**config.mk**
```make
export PLATFORM = sky130hd
export DESIGN_NAME = axi_uart_bridge
export DESIGN_NICKNAME = d
export VERILOG_FILES = /design/src/rtl/axi_uart_bridge.sv
export SDC_FILE = /design/constraint.sdc
export NUM_CORES = 1
export LEC_CHECK = 0
export CORE_MARGIN = 2
export CORE_UTILIZATION = 40
export CTS_CLUSTER_SIZE = 10
export DETAILED_ROUTE_END_ITERATION = 16
export HOLD_SLACK_MARGIN = 0.02
export PLACE_DENSITY = 0.83
export SKIP_LAST_GASP = 1
export SYNTH_ARGS = -nofsm -noshare
export SYNTH_HDL_FRONTEND = slang
export SYNTH_SLANG_ARGS = --single-unit
```
**constraint.sdc**
```tcl
create_clock -name clk -period 5.6 [get_ports clk]
set_input_delay 1.4 -clock clk [delete_from_list [all_inputs] [get_ports clk]]
set_output_delay 1.4 -clock clk [all_outputs]
set_load 0.05 [all_outputs]
```
**src/rtl/axi_uart_bridge.sv**
```systemverilog
// AXI4-Lite slave exposing one 8N1 UART as TXDATA (0x0), RXDATA (0x4) and STATUS (0x8).
// TX and RX run independently; RX input is double-flopped before use.
module axi_uart_bridge #(
    parameter int unsigned CLOCK_FREQ     = 100000000,
    parameter int unsigned BAUD_RATE      = 115200,
    parameter int unsigned AXI_ADDR_WIDTH = 32,
    parameter int unsigned AXI_DATA_WIDTH = 32
) (
    input  logic                      clk,
    input  logic                      resetn,
    input  logic [AXI_ADDR_WIDTH-1:0] s_axi_awaddr,
    input  logic                      s_axi_awvalid,
    output logic                      s_axi_awready,
    input  logic [AXI_DATA_WIDTH-1:0] s_axi_wdata,
    input  logic                      s_axi_wvalid,
    output logic                      s_axi_wready,
    output logic [1:0]                s_axi_bresp,
    output logic                      s_axi_bvalid,
    input  logic                      s_axi_bready,
    input  logic [AXI_ADDR_WIDTH-1:0] s_axi_araddr,
    input  logic                      s_axi_arvalid,
    output logic                      s_axi_arready,
    output logic [AXI_DATA_WIDTH-1:0] s_axi_rdata,
    output logic [1:0]                s_axi_rresp,
    output logic                      s_axi_rvalid,
    input  logic                      s_axi_rready,
    output logic                      uart_tx,
    input  logic                      uart_rx
);
    localparam int unsigned CLKS_PER_BIT = CLOCK_FREQ / BAUD_RATE;
    localparam int unsigned CW           = $clog2(CLKS_PER_BIT + 1);
    localparam logic [CW-1:0] BIT_LAST   = CW'(CLKS_PER_BIT - 1);
    localparam logic [CW-1:0] HALF_BIT   = CW'(CLKS_PER_BIT / 2);
    localparam logic [1:0] RESP_OKAY     = 2'b00;
    localparam logic [1:0] RESP_SLVERR   = 2'b10;

    typedef enum logic [1:0] {TX_IDLE, TX_START, TX_DATA, TX_STOP} tx_state_e;
    typedef enum logic [1:0] {RX_IDLE, RX_START, RX_DATA, RX_STOP} rx_state_e;

    // AXI write/read channel registers
    logic                      awready_q, awready_d;
    logic                      bvalid_q, bvalid_d;
    logic [1:0]                bresp_q, bresp_d;
    logic                      arready_q, arready_d;
    logic                      rvalid_q, rvalid_d;
    logic [AXI_DATA_WIDTH-1:0] rdata_q, rdata_d;
    logic [1:0]                rresp_q, rresp_d;
    logic                      rd_rx_q, rd_rx_d;

    // TX path
    tx_state_e     tx_state_q, tx_state_d;
    logic [CW-1:0] tx_cnt_q, tx_cnt_d;
    logic [2:0]    tx_bit_q, tx_bit_d;
    logic [7:0]    tx_shift_q, tx_shift_d;
    logic          tx_line_q, tx_line_d;

    // RX path
    logic          rx_meta_q, rx_sync_q, rx_prev_q;
    rx_state_e     rx_state_q, rx_state_d;
    logic [CW-1:0] rx_cnt_q, rx_cnt_d;
    logic [2:0]    rx_bit_q, rx_bit_d;
    logic [7:0]    rx_shift_q, rx_shift_d;
    logic [7:0]    rx_data_q, rx_data_d;
    logic          rx_valid_q, rx_valid_d;

    logic       wr_hs, rd_hs, tx_busy, tx_start, rx_clear;
    logic [3:0] wr_addr, rd_addr;
    logic       unused_bits;

    assign wr_addr  = s_axi_awaddr[3:0];
    assign rd_addr  = s_axi_araddr[3:0];
    assign wr_hs    = awready_q & s_axi_awvalid & s_axi_wvalid;
    assign rd_hs    = arready_q & s_axi_arvalid;
    assign tx_busy  = (tx_state_q != TX_IDLE);
    assign tx_start = wr_hs && (wr_addr == 4'h0) && !tx_busy;
    assign rx_clear = rvalid_q & s_axi_rready & rd_rx_q;

    assign unused_bits = ^{s_axi_awaddr[AXI_ADDR_WIDTH-1:4], s_axi_araddr[AXI_ADDR_WIDTH-1:4],
                           s_axi_wdata[AXI_DATA_WIDTH-1:8]};

    assign s_axi_awready = awready_q;
    assign s_axi_wready  = awready_q;
    assign s_axi_bvalid  = bvalid_q;
    assign s_axi_bresp   = bresp_q;
    assign s_axi_arready = arready_q;
    assign s_axi_rvalid  = rvalid_q;
    assign s_axi_rdata   = rdata_q;
    assign s_axi_rresp   = rresp_q;
    assign uart_tx       = tx_line_q;

    // Write channel: one-cycle AW/W ready pulse, then B held until accepted
    always_comb begin
        awready_d = s_axi_awvalid && s_axi_wvalid && !bvalid_q && !awready_q;
        bvalid_d  = bvalid_q;
        bresp_d   = bresp_q;
        if (bvalid_q && s_axi_bready) begin
            bvalid_d = 1'b0;
        end
        if (wr_hs) begin
            bvalid_d = 1'b1;
            bresp_d  = tx_start ? RESP_OKAY : RESP_SLVERR;
        end
    end

    // Read channel: one-cycle AR ready pulse, then registered R held until accepted
    always_comb begin
        arready_d = s_axi_arvalid && !rvalid_q && !arready_q;
        rvalid_d  = rvalid_q;
        rdata_d   = rdata_q;
        rresp_d   = rresp_q;
        rd_rx_d   = rd_rx_q;
        if (rvalid_q && s_axi_rready) begin
            rvalid_d = 1'b0;
            rd_rx_d  = 1'b0;
        end
        if (rd_hs) begin
            rvalid_d = 1'b1;
            rdata_d  = '0;
            rresp_d  = RESP_OKAY;
            rd_rx_d  = (rd_addr == 4'h4);
            case (rd_addr)
                4'h0:    ;
                4'h4:    rdata_d[7:0] = rx_data_q;
                4'h8:    rdata_d[1:0] = {rx_valid_q, tx_busy};
                default: rresp_d = RESP_SLVERR;
            endcase
        end
    end

    // AXI channel state registers
    always_ff @(posedge clk or negedge resetn) begin
        if (!resetn) begin
            awready_q <= 1'b0;
            bvalid_q  <= 1'b0;
            bresp_q   <= RESP_OKAY;
            arready_q <= 1'b0;
            rvalid_q  <= 1'b0;
            rdata_q   <= '0;
            rresp_q   <= RESP_OKAY;
            rd_rx_q   <= 1'b0;
        end else begin
            awready_q <= awready_d;
            bvalid_q  <= bvalid_d;
            bresp_q   <= bresp_d;
            arready_q <= arready_d;
            rvalid_q  <= rvalid_d;
            rdata_q   <= rdata_d;
            rresp_q   <= rresp_d;
            rd_rx_q   <= rd_rx_d;
        end
    end

    // TX next state: line value is computed for the next state so uart_tx is a clean flop output
    always_comb begin
        tx_state_d = tx_state_q;
        tx_cnt_d   = tx_cnt_q;
        tx_bit_d   = tx_bit_q;
        tx_shift_d = tx_shift_q;
        tx_line_d  = tx_line_q;
        case (tx_state_q)
            TX_IDLE: begin
                tx_line_d = 1'b1;
                if (tx_start) begin
                    tx_state_d = TX_START;
                    tx_cnt_d   = '0;
                    tx_shift_d = s_axi_wdata[7:0];
                    tx_line_d  = 1'b0;
                end
            end
            TX_START: begin
                if (tx_cnt_q == BIT_LAST) begin
                    tx_state_d = TX_DATA;
                    tx_cnt_d   = '0;
                    tx_bit_d   = 3'd0;
                    tx_line_d  = tx_shift_q[0];
                end else begin
                    tx_cnt_d = tx_cnt_q + 1'b1;
                end
            end
            TX_DATA: begin
                if (tx_cnt_q == BIT_LAST) begin
                    tx_cnt_d = '0;
                    if (tx_bit_q == 3'd7) begin
                        tx_state_d = TX_STOP;
                        tx_line_d  = 1'b1;
                    end else begin
                        tx_bit_d   = tx_bit_q + 3'd1;
                        tx_shift_d = {1'b0, tx_shift_q[7:1]};
                        tx_line_d  = tx_shift_q[1];
                    end
                end else begin
                    tx_cnt_d = tx_cnt_q + 1'b1;
                end
            end
            TX_STOP: begin
                tx_line_d = 1'b1;
                if (tx_cnt_q == BIT_LAST) begin
                    tx_state_d = TX_IDLE;
                    tx_cnt_d   = '0;
                end else begin
                    tx_cnt_d = tx_cnt_q + 1'b1;
                end
            end
            default: tx_state_d = TX_IDLE;
        endcase
    end

    // TX state register
    always_ff @(posedge clk or negedge resetn) begin
        if (!resetn) begin
            tx_state_q <= TX_IDLE;
            tx_cnt_q   <= '0;
            tx_bit_q   <= 3'd0;
            tx_shift_q <= 8'h00;
            tx_line_q  <= 1'b1;
        end else begin
            tx_state_q <= tx_state_d;
            tx_cnt_q   <= tx_cnt_d;
            tx_bit_q   <= tx_bit_d;
            tx_shift_q <= tx_shift_d;
            tx_line_q  <= tx_line_d;
        end
    end

    // RX next state; a completing byte is applied after the read-clear so it wins a collision
    always_comb begin
        rx_state_d = rx_state_q;
        rx_cnt_d   = rx_cnt_q;
        rx_bit_d   = rx_bit_q;
        rx_shift_d = rx_shift_q;
        rx_data_d  = rx_data_q;
        rx_valid_d = rx_valid_q;
        if (rx_clear) begin
            rx_valid_d = 1'b0;
        end
        case (rx_state_q)
            RX_IDLE: begin
                if (rx_prev_q && !rx_sync_q) begin
                    rx_state_d = RX_START;
                    rx_cnt_d   = '0;
                end
            end
            RX_START: begin
                if (rx_cnt_q == HALF_BIT) begin
                    rx_cnt_d   = '0;
                    rx_bit_d   = 3'd0;
                    rx_state_d = rx_sync_q ? RX_IDLE : RX_DATA;
                end else begin
                    rx_cnt_d = rx_cnt_q + 1'b1;
                end
            end
            RX_DATA: begin
                if (rx_cnt_q == BIT_LAST) begin
                    rx_cnt_d   = '0;
                    rx_shift_d = {rx_sync_q, rx_shift_q[7:1]};
                    if (rx_bit_q == 3'd7) begin
                        rx_state_d = RX_STOP;
                    end else begin
                        rx_bit_d = rx_bit_q + 3'd1;
                    end
                end else begin
                    rx_cnt_d = rx_cnt_q + 1'b1;
                end
            end
            RX_STOP: begin
                if (rx_cnt_q == BIT_LAST) begin
                    rx_state_d = RX_IDLE;
                    rx_cnt_d   = '0;
                    if (rx_sync_q) begin
                        rx_data_d  = rx_shift_q;
                        rx_valid_d = 1'b1;
                    end
                end else begin
                    rx_cnt_d = rx_cnt_q + 1'b1;
                end
            end
            default: rx_state_d = RX_IDLE;
        endcase
    end

    // RX synchronizer and state register
    always_ff @(posedge clk or negedge resetn) begin
        if (!resetn) begin
            rx_meta_q  <= 1'b1;
            rx_sync_q  <= 1'b1;
            rx_prev_q  <= 1'b1;
            rx_state_q <= RX_IDLE;
            rx_cnt_q   <= '0;
            rx_bit_q   <= 3'd0;
            rx_shift_q <= 8'h00;
            rx_data_q  <= 8'h00;
            rx_valid_q <= 1'b0;
        end else begin
            rx_meta_q  <= uart_rx;
            rx_sync_q  <= rx_meta_q;
            rx_prev_q  <= rx_sync_q;
            rx_state_q <= rx_state_d;
            rx_cnt_q   <= rx_cnt_d;
            rx_bit_q   <= rx_bit_d;
            rx_shift_q <= rx_shift_d;
            rx_data_q  <= rx_data_d;
            rx_valid_q <= rx_valid_d;
        end
    end
endmodule

```
# --- Yosys cells after proc, flatten, opt, wreduce, memory -nomap -nowiden ---
# Index checks and enable logic that the tools add are counted.
totals:
  elab_cells: 143
  inputBits: 104
  ff_bits: 76
  output_inout_bits: 42
op_classes:
  n_mux: 50
  addsub: 4
  eq_ne: 25
  n_reduce_logical: 37
  bitwise_logic: 5
ops:
  columns: ["operator", "n"]
  rows:
  - ["10-bit two-way mux", 5]
  - ["10-bit case mux with 3 select lines", 1]
  - ["2-bit two-way mux", 13]
  - ["8-bit two-way mux", 3]
  - ["2-bit != test (second input constant)", 12]
  - ["10-bit by 1-bit adder with 10-bit output (second input constant)", 2]
  - ["10-bit equality test (second input constant)", 2]
  - ["10-bit case mux with 2 select lines", 1]
  - ["3-bit two-way mux", 6]
  - ["2-bit case mux with 4 select lines", 2]
  - ["8-bit case mux with 2 select lines", 1]
  - ["1-bit two-way mux", 13]
  - ["3-bit case mux with 2 select lines", 2]
  - ["4-bit AND reduction", 3]
  - ["2-bit nonzero test", 6]
  - ["10-bit by 9-bit equality test with 1-bit output (second input constant)", 1]
  - ["1-bit logical AND", 10]
  - ["5-bit AND reduction", 2]
  - ["2-bit equality test (second input constant)", 4]
  - ["4-bit zero test", 2]
  - ["3-bit by 1-bit adder with 3-bit output (second input constant)", 2]
  - ["3-bit equality test (second input constant)", 2]
  - ["1-bit zero test", 6]
  - ["6-bit two-way mux", 1]
  - ["11 further kinds", 19]

# --- Depth between registers and ports, before layout ---
# Gate-level depths: netlist of the first run.
depth:
  word_depth: 6
  depth_mapped: 7
  mapped_depth_nobuf: 6

# --- Worst setup path before layout of the first run ---
# Ideal clock, no wire load.
synth_path:
  path_kind: "input to register"
  start: "in s_axi_awaddr[1]"
  end: "reg tx_cnt_q[7]"
  slack_ns: 2.860
  t_arrival_ns: 2.606
  n_path_buf: 1
  path_stages: 5
  path_cell_list: "nor4_2 a21oi_1 buf_2 o41ai_1 a21oi_1"
synth_via:
  elab_chain_cells: 4
synth_rtl:
  columns: ["element", "line", "text"]
  rows:
  - ["from (decl)", "11", "input logic [AXI_ADDR_WIDTH-1:0] s_axi_awaddr,"]
  - ["4-bit zero test", "75", "assign tx_start = wr_hs && (wr_addr == 4'h0) && !tx_busy;"]
  - ["1-bit logical AND (2 in series)", "75", null]
  - ["2-bit != test (no source line)", null, null]
  - ["to (signal assigned)", "218", "tx_cnt_q <= tx_cnt_d;"]
  - ["to (decl)", "52", "logic [CW-1:0] tx_cnt_q, tx_cnt_d;"]
# No other way between the ends.
# A chain may end at the register's enable or synchronous reset.

# --- Worst setup path in the final report of the first run ---
layout_path:
  start: "in s_axi_wvalid"
  end: "reg tx_shift_q[5]"
layout_via:
  elab_chain_cells: 5
layout_rtl:
  columns: ["element", "line", "text"]
  rows:
  - ["from (decl)", "15", "input logic s_axi_wvalid,"]
  - ["1-bit AND", "72", "assign wr_hs = awready_q & s_axi_awvalid & s_axi_wvalid;"]
  - ["1-bit logical AND (2 in series)", "75", null]
  - ["2-bit != test (no source line)", null, null]
  - ["4-bit AND reduction (no source line)", null, null]
  - ["to (signal assigned)", "220", "tx_shift_q <= tx_shift_d;"]
  - ["to (decl)", "54", "logic [7:0] tx_shift_q, tx_shift_d;"]
# No other way between the ends.

==> results of run 1 <==
critical path, delay by kind of cell:
| kind | cells | cell delay (ns) |
|---|---|---|
| simple gates | 2 | 0.41 |
| compound gates | 2 | 1.25 |
| buf+inv | 1 | 0.44 |
state kept, by name, summed over array words and instances (netlist names), 2 cells and up, named ones only:
| signal | count |
|---|---|
| rx_data_q | 8 |
| tx_shift_q | 8 |
| tx_bit_q | 3 |
| s_axi_rdata | 8 |
| tx_cnt_q | 10 |
| rx_shift_q | 8 |
| rx_cnt_q | 10 |
| tx_state_q | 2 |
| rx_bit_q | 3 |
metal layers:
layer,up-vias,GRT usage [%],part of all wire [%]
met2,65,27.22,51
li1,1359,-,-
met3,9,3.932,3.4
met1,1427,18.42,44
met4,0,6.073,1.2
met5,-,0,0
layout make-up:
cell class	instances	area, sq um	area share (%)
flip-flops and latches	74	1857	41.25
multi-input cells	257	1828	40.61
repair buffers	41	400.4	8.894
well taps	133	166.4	3.697
clock buffers	11	141.4	3.141
inverters	19	71.32	1.584
clock inverters	5	37.54	0.8338
metrics by stage:
step / power (mW) / std cells
after floorplan: 1.057 / 391
after global placement: 1.135 / 524
after detailed placement: 1.161 / 524
after CTS: 1.540 / 540
after global routing: 1.624 / 540
final: 1.527 / 540
logic make-up after synthesis:
| family | synth area share, % |
|---|---|
| adders and majority gates | 3.822 |
| muxes | 5.923 |
| and+or+nand+nor | 15.51 |
| buffers and inverters | 8.599 |
| DFF | 47.26 |
| other | 0.09545 |
| xor gates and xnor gates | 0.4459 |
| AOI/OAI and AO/OA | 18.34 |
worst paths after layout:
path                                   to  cells after the start  slack (ns)
setup / recovery            tx_shift_q[5]                      5        2.36
hold / removal                  rx_sync_q                      0        0.36
setup reg to reg            tx_shift_q[5]                      6        3.25
hold reg to reg                 rx_sync_q                      0        0.36
max in group asynchronous     rx_cnt_q[5]                      2        3.47
min in group asynchronous  s_axi_rdata[1]                      1        1.08
cells in the final DEF (no fill, tap or decap), drive strengths merged, types with 4 or more instances in the layout:
cell and instances:
clkbuf 11, a31oi 7, or3 5, a211oi 8, a22o 10, o21ai 12, a21o 6, dfstp 4
nor4 6, a21oi 15, nor2 13, conb 26, inv 20, o41ai 5, nand3 10, mux2 18
clkdlybuf4s50 38, dfrtp 70, ha 12, nor3 4, a211o 6, nand2 30, o211ai 6, and3 4
power groups by stage:
stage | sequential, mW | combinational, mW | clock, mW
5_1_grt | 0.678 | 0.541 | 0.405
6_report | 0.666 | 0.485 | 0.376
4_1_cts | 0.665 | 0.487 | 0.387
2_1_floorplan | 0.692 | 0.365 | 0
3_3_place_gp | 0.670 | 0.465 | 0
3_5_place_dp | 0.676 | 0.485 | 0
==> metrics.cfg, run 1 <==
[route]
wirelength_um=7705
via_per_inst=5.296
post_drt_wl_per_cell_um=14.27
vias=2860
initialDrtViolationCount=128
ant_nets=0
drc=0
dr.pass1.iters=4

[floorplan]
core_sq_um=9639
start_util_pct=40.76
num_io_pins=146
dieArea_sq_um=10630
dieWidth_um=103.1
placementRows=36
die_y_um=103.1

[finish]
design_area_sq_um=4502
nFillCells=900
area_delta_synth_final_pct=14.59
post-route-util_pct=46.70
nNetsFinal=518
n_antenna_cell=0
drive_above_1_share_pct=13.27

[clocking]
cts_tree=built
cts_buffer_depth=2
post_cts_resized=0
postCtsSetupRepairBufs=0
clkTransAtPathRegs_ns=0.08
h-tree-depth=3
cts_root_buf=clkbuf_8
clock-sinks=74
clock_latency_ns=0.35
cts_buffers=9
ctsHoldBuffers=0

[sta]
setup_tns_ns=0
slew_headroom_pct=11.96
setup_viol=0
finalClockSkew_ns=0.01685
drv_slew=0
worst_slew_pin_slew_ns=1.313
post-route-min-period_ns=3.243
hold_ws_ns=0.3583
setup_slack_ns=2.357
max_freq_ghz=0.3083
fin_crit_sh_pct=57.92
rsz0062_at_grt=false
hold_violations=0

[global_routing]
grt-ovfl-total=0
grt_max_degree=46
grt_pass1_vias=2840
grt_usage_pct=15.59
antenna_found_initial=0
grt_pass1_wl_um=12970

[yosys]
synth_area_sq_um=3929
syn_inst=366
synth_seq_cells=74
syn_avg_cell_area_sq_um=10.73
synth-seq-area-share_pct=47.26
synthTopCellsByCount=dfrtp_1 (70), nand2_1 (30), buf_4 (29)
ys_warn_count=0
synthFlopType=dfrtp_1
yosys.cell_types.count=63
synthTopCellsByArea=dfrtp_1 (45%), buf_4 (5.5%), mux2_2 (5.2%)
synth_top_cell_area_share_pct=44.59
synth_edf_count=0
synth.largest_area_cell=dfrtp_1
synth.most_common_cell=dfrtp_1
async_flop_share_pct=100.0

[power]
p_sw_uw=583.7
seqPwrFrac_pct=43.6
p_sw_share_pct=38.21
p_comb_share_pct=31.8
irDropWorstVdd_mv=0.1575
internal_power_uw=943.8
power_density_nw_per_um2=339.3
clkPwrFrac_pct=24.6
power_leakage_nw=2.002

[place]
gp_congestion=0.8106
dp_hpwl_um=5481
dpl_cell_area_sq_um=4323
portBuffers=39
post-place-ws_ns=2.001

[run]
drv_cap=0

[critical_path]
slowest_stage=a21oi_1
critPathRequiredTime_ns=5.85
reg2reg_from=tx_state_q[0]
path_cells=clkdlybuf4s50_1, and3_1, a21oi_1, nor4_4, a211oi_1
worstPathArrival_ns=3.50
cpPeakStageDelay_ns=0.95
crit_path_start=s_axi_wvalid
critPathCaptureType=flop
worstSetupPathType=input pin to flop
crit_path_max_fanout=18
cp-start-kind=input pin

[min_path]
hold_class=flop to flop
min_from=rx_meta_q

[run_status]
status=complete, no violations

Note: power is estimated with default switching activity, not from simulation.
==> run 2, diff against run 1 <==
PLACE_DENSITY = 0.86   (was 0.83)
clock period = 2.6 ns   (was 5.6 ns; I/O delays follow)
==> metrics.cfg, run 2 (synthesized netlist as in run 1, its figures left out) <==
[critical_path]
worstPathArrival_ns=1.68  ; -1.82 ns
cp_num_buf_inv=1  ; unchanged
cpPeakStageDelay_ns=0.80  ; -0.15 ns
cp_top_family=buffers and inverters
cp-start-kind=flop
worstSetupPathType=flop to output port
critPathCaptureType=output port
critPathRequiredTime_ns=1.95  ; -3.90 ns
path_cells=clkdlybuf4s50_1
crit_path_max_fanout=2  ; -16
crit_path_start=uart_tx
reg2reg_depth=4  ; -2
r2r_end=rx_data_q[6]
reg2reg_from=rx_cnt_q[7]
cp-endpoint=uart_tx
slowest_stage=clkdlybuf4s50_1
path_depth=1  ; -4
reg2reg_slack_ns=0.41  ; -2.84 ns

[global_routing]
antenna_found_initial=0  ; unchanged
grt_pass1_vias=2852  ; +0.42%
grt_usage_pct=15.16  ; -0.42 points
grt_pass1_wl_um=12810  ; -1.2%
grt_max_degree=75  ; +63%
grt-ovfl-total=0  ; unchanged

[sta]
worst_slew_pin_slew_ns=0.6057  ; -0.7070 ns
max_freq_ghz=0.4297
fin_crit_sh_pct=89.51
setup_viol=0  ; unchanged
setup_tns_ns=0  ; unchanged
hold_violations=0  ; unchanged
finalClockSkew_ns=0.01340  ; -0.003449 ns
setup_slack_ns=0.2727  ; -2.084 ns
post-route-min-period_ns=2.327
slew_headroom_pct=59.25  ; +47 points
drv_slew=0  ; unchanged
rsz0062_at_grt=false

[route]
vias=2885  ; +0.87%
initialDrtViolationCount=179  ; +40%
wirelength_um=7430  ; -3.6%
post_drt_wl_per_cell_um=13.53  ; -5.1%
via_per_inst=5.255  ; -0.78%
dr.pass1.iters=4  ; unchanged
drc=0  ; unchanged
ant_nets=0  ; unchanged

[finish]
post-route-util_pct=48.09  ; +1.4 points
top_regs=rx_cnt_q (10), tx_cnt_q (10)
area_delta_synth_final_pct=17.99
nNetsFinal=527  ; +1.7%
n_antenna_cell=0  ; unchanged
most-common-layout-cells=dfrtp_1 (70), clkdlybuf4s50_1 (38), nand2_1 (30), conb_1 (26), inv_1 (19)
layout_commonest_cell=dfrtp_1
drive_above_1_share_pct=15.38  ; +2.1 points

[floorplan]
placementRows=36  ; unchanged
core_sq_um=9639  ; unchanged
dieWidth_um=103.1  ; unchanged
dieArea_sq_um=10630  ; unchanged
start_util_pct=40.76  ; unchanged
die_y_um=103.1  ; unchanged
num_io_pins=146  ; unchanged

[clocking]
cts_tree=built
clock_latency_ns=0.34  ; about the same
post_cts_resized=0  ; unchanged
postCtsSetupRepairBufs=0  ; unchanged
ctsHoldBuffers=0  ; unchanged
cts_root_buf=clkbuf_8
clkTransAtPathRegs_ns=0.09  ; about the same
clock-sinks=74  ; unchanged
cts_buffer_depth=2  ; unchanged
h-tree-depth=3  ; unchanged
cts_buffers=9  ; unchanged

[run_status]
status=complete, no violations

[place]
gp_congestion=0.7978  ; -1.6%
portBuffers=39  ; unchanged
dp_hpwl_um=5329  ; -2.8%
post-place-ws_ns=0.04867  ; -1.952 ns

[min_path]
hold_class=input pin to asynchronous set/reset pin

[power]
power_density_nw_per_um2=764.9  ; +130%
irDropWorstVdd_mv=0.3418  ; +120%
power_leakage_nw=2.083  ; +4.1%

[run]
drv_cap=0  ; unchanged

-- run 2: where the power goes --
| part | switching, mW | total [mW] | internal [mW] |
|---|---|---|---|
| logic | 0.677 | 1.09 | 0.413 |
| clock network | 0.444 | 1.02 | 0.577 |
| registers | 0.153 | 1.44 | 1.28 |
-- run 2: final cells by class --
cell class / count / area [sq um]
sequential: 74 / 1857
clock inverter: 6 / 95.09
tap: 133 / 166.4
multi-input combinational: 257 / 1828
timing repair buffer: 50 / 480.5
fill: 876 / 5004
inverter: 19 / 71.32
clock buffer: 10 / 137.6
-- run 2: how the worst min path moves through the flow --
stage,from,end,slack (ns),cells past startpoint
2_1_floorplan,resetn,asynchronous set/reset pin,0.35,0
3_3_place_gp,rx_meta_q,rx_sync_q,0.35,0
3_5_place_dp,rx_meta_q,rx_sync_q,0.35,0
4_1_cts,resetn,s_axi_rresp[1],0.33,2
5_1_grt,resetn,s_axi_rvalid,0.35,2
6_report,resetn,s_axi_arready,0.31,2
-- run 2: metal layers --
metal	routed length, um	part of all wire (%)	GRT usage [%]	up-vias
li1	-	-	-	1383
met1	3186	43	18.37	1428
met2	3820	51	26.32	64
met3	333	4.5	3.525	10
met4	89	1.2	5.567	0
met5	0	0	0	-
-- run 2: metrics by stage --
stage	cells	cell area (sq um)	hold WS (ns)	power, mW
final	549	4636	0.3100	3.546
after global routing	549	4636	0.3460	3.769
after CTS	549	4636	0.3295	3.567
after detailed placement	533	4403	0.3468	2.545
after global placement	533	4403	0.3455	2.491
after floorplan	391	4023	0.3452	2.276
==> run 3, diff against run 2 <==
ABC_AREA = 1   (was default)
CORE_MARGIN = 3   (was 2)
PLACE_DENSITY = 0.87   (was 0.86)
clock period = 2.14 ns   (was 2.6 ns; I/O delays follow)
==> metrics.cfg, run 3 <==
[route]
post_drt_wl_per_cell_um=11.71  ; -13%
wl_met3_um=345  ; +3.6%
wl_met1_um=3117  ; -2.2%
ant_nets=0  ; unchanged
vias=3016  ; +4.5%
drc=0  ; unchanged
top_layer=met4
initialDrtViolationCount=238  ; +33%
via_per_inst=4.757  ; -9.5%
wirelength_um=7424  ; about the same
wl_met2_um=3860  ; +1.0%
dr.pass1.iters=4  ; unchanged

[min_path]
hold_class=input pin to asynchronous set/reset pin

[global_routing]
grt_max_degree=75  ; unchanged
grt_pass1_vias=2960  ; +3.8%
antenna_found_initial=0  ; unchanged
grt_usage_pct=13.91  ; -1.3 points
grt_pass1_wl_um=12650  ; -1.2%
grt-ovfl-total=0  ; unchanged

[yosys]
syn_avg_cell_area_sq_um=8.548  ; -20%
async_flop_share_pct=100.0  ; unchanged
synth_seq_cells=74  ; unchanged
syn_inst=451  ; +23%
synth-seq-area-share_pct=48.17  ; +0.91 points
synth_top_cell_area_share_pct=45.44  ; +0.85 points
synthTopCellsByCount=nand2_1 (115), dfrtp_1 (70), inv_1 (53)
synth.most_common_cell=nand2_1
synth.largest_area_cell=dfrtp_1
yosys.cell_types.count=35  ; -44%
synth_area_sq_um=3855  ; -1.9%
ys_warn_count=0  ; unchanged
synth_edf_count=0  ; unchanged
synthFlopType=dfrtp_1
synthTopCellsByArea=dfrtp_1 (45%), nand2_1 (11%), buf_4 (5.5%)

[critical_path]
slowest_stage=clkdlybuf4s50_1
critPathRequiredTime_ns=1.60  ; -0.35 ns
reg2reg_from=tx_state_q[0]
reg2reg_depth=9  ; +5
path_cells=clkdlybuf4s50_1
cp-start-kind=flop
critPathCaptureType=output port
path_depth=1  ; unchanged
worstSetupPathType=flop to output port
cp_num_buf_inv=1  ; unchanged
cp_top_family=buffers and inverters
cp-endpoint=s_axi_awready
r2r_end=tx_shift_q[7]
worstPathArrival_ns=1.54  ; -0.14 ns
crit_path_max_fanout=4  ; +2
cpPeakStageDelay_ns=0.81  ; about the same
reg2reg_slack_ns=0.27  ; -0.14 ns
crit_path_start=s_axi_awready

[sta]
post-route-min-period_ns=2.080
rsz0062_at_grt=false
fin_crit_sh_pct=97.18
worst_slew_pin_slew_ns=0.5059  ; -0.09977 ns
setup_viol=0  ; unchanged
slew_headroom_pct=66.17  ; +6.9 points
setup_tns_ns=0  ; unchanged
hold_violations=0  ; unchanged
max_freq_ghz=0.4809
finalClockSkew_ns=0.008863  ; -0.004535 ns
drv_slew=0  ; unchanged

[power]
p_comb_share_pct=37.6  ; +6.9 points
power_density_nw_per_um2=997.8  ; +30%
clkPwrFrac_pct=22.0  ; -6.8 points
internal_power_mw=2.663  ; +17%
power_leakage_nw=2.163  ; +3.8%
power.total_mw=4.499  ; +27%
p_sw_mw=1.837  ; +44%
seqPwrFrac_pct=40.4  ; about the same
p_sw_share_pct=40.82  ; +4.9 points
irDropWorstVdd_mv=0.3609  ; +5.6%

[finish]
nNetsFinal=616  ; +17%
layout_commonest_cell=nand2_1
n_antenna_cell=0  ; unchanged
most-common-layout-cells=nand2_1 (115), dfrtp_1 (70), inv_1 (53), clkdlybuf4s50_1 (35), nor2_1 (29)
top_regs=rx_cnt_q (10), tx_cnt_q (10)
drive_above_1_share_pct=11.09  ; -4.3 points
area_delta_synth_final_pct=16.97

[floorplan]
start_util_pct=41.52  ; +0.76 points
num_io_pins=146  ; unchanged
core_sq_um=9284  ; -3.7%
placementRows=35  ; -2.8%
dieArea_sq_um=10850  ; +2.1%
dieWidth_um=104.2  ; +1.0%
die_y_um=104.2  ; +1.0%

[place]
gp_congestion=0.8318  ; +4.3%
portBuffers=39  ; unchanged
dp_hpwl_um=5420  ; +1.7%

[clocking]
cts_buffer_depth=2  ; unchanged
cts_root_buf=clkbuf_8
clock_latency_ns=0.35  ; about the same
clkTransAtPathRegs_ns=0.08  ; about the same
h-tree-depth=3  ; unchanged
clock-sinks=74  ; unchanged
cts_buffers=9  ; unchanged
cts_tree=built

[run_status]
status=complete, no violations

[run]
drv_cap=0  ; unchanged

[run 3: cell count changes in the layout (fill, tap and decap cells not counted), sizes merged, moves of 8 or more]
cell,before,now
nand2,30,118
o21ai,12,56
inv,21,58
nor2,13,32
mux2,18,0
a21oi,15,3
nand3,10,22
a211oi,8,0
[run 3: per-stage QoR]
stage / utilization (%) / instance area, sq um / cells / hold slack [ns] / setup WS, ns
6_report: 48.57 / 4509 / 634 / 0.1788 / 0.06042
5_1_grt: 48.57 / 4509 / 634 / 0.2359 / 0.01321
4_1_cts: 48.52 / 4504 / 634 / 0.2165 / 0.008879
3_5_place_dp: 46.58 / 4324 / 618 / 0.3475 / 0.07063
3_3_place_gp: 46.58 / 4324 / 618 / 0.3457 / 0.08861
2_1_floorplan: - / 3949 / 476 / 0.2394 / 0.4439
[run 3: how the worst min path moves through the flow]
| stage | slack (ns) | startpoint | to |
|---|---|---|---|
| floorplan | 0.24 | resetn | asynchronous set/reset pin |
| global placement | 0.35 | rx_meta_q | rx_sync_q |
| detailed placement | 0.35 | rx_meta_q | rx_sync_q |
| CTS | 0.22 | resetn | s_axi_rdata[2] |
| global route | 0.24 | resetn | s_axi_rdata[2] |
| finish | 0.18 | resetn | tx_state_q[1] |
[run 3: cell type report]
| cell class | count | area [sq um] |
|---|---|---|
| Fill cell | 823 | 4775 |
| Sequential cell | 74 | 1857 |
| Multi-Input combinational cell | 311 | 1628 |
| Timing Repair Buffer | 46 | 465.4 |
| Inverter | 58 | 217.7 |
| Tap cell | 129 | 161.4 |
| Clock buffer | 10 | 137.6 |
| Clock inverter | 6 | 42.54 |
[run 3: what timing repair did]
item	in CTS	in global routing
hold buffers	0	0
endpoints found under the setup margin	0	2
buffers inserted	0	0
gates resized for setup	0	2
[run 3: routing by layer]
metal  up-vias  track usage, %
met2        74           25.44
met1      1432           15.43
met5         -               0
li1       1497               -
met3        13           4.035
met4         0           4.558
[run 3: cell families after synthesis]
group | count (synthesis) | share of synthesized area [%]
xor+xnor | 4 | 0.9090
mux | 8 | 2.077
compound gates | 74 | 11.49
flops | 74 | 48.17
other cells | 1 | 0.09728
buf+inv | 91 | 12.04
fa+ha+maj | 12 | 3.895
simple gates | 187 | 21.32
[run 3: power by group through the flow]
| stage | clock network, mW | logic, mW | registers (mW) |
|---|---|---|---|
| 2_1_floorplan | 0 | 1.20 | 1.89 |
| 3_3_place_gp | 0 | 1.60 | 1.82 |
| 3_5_place_dp | 0 | 1.68 | 1.84 |
| 4_1_cts | 1.01 | 1.69 | 1.81 |
| 5_1_grt | 1.07 | 1.90 | 1.84 |
| 6_report | 0.990 | 1.69 | 1.82 |
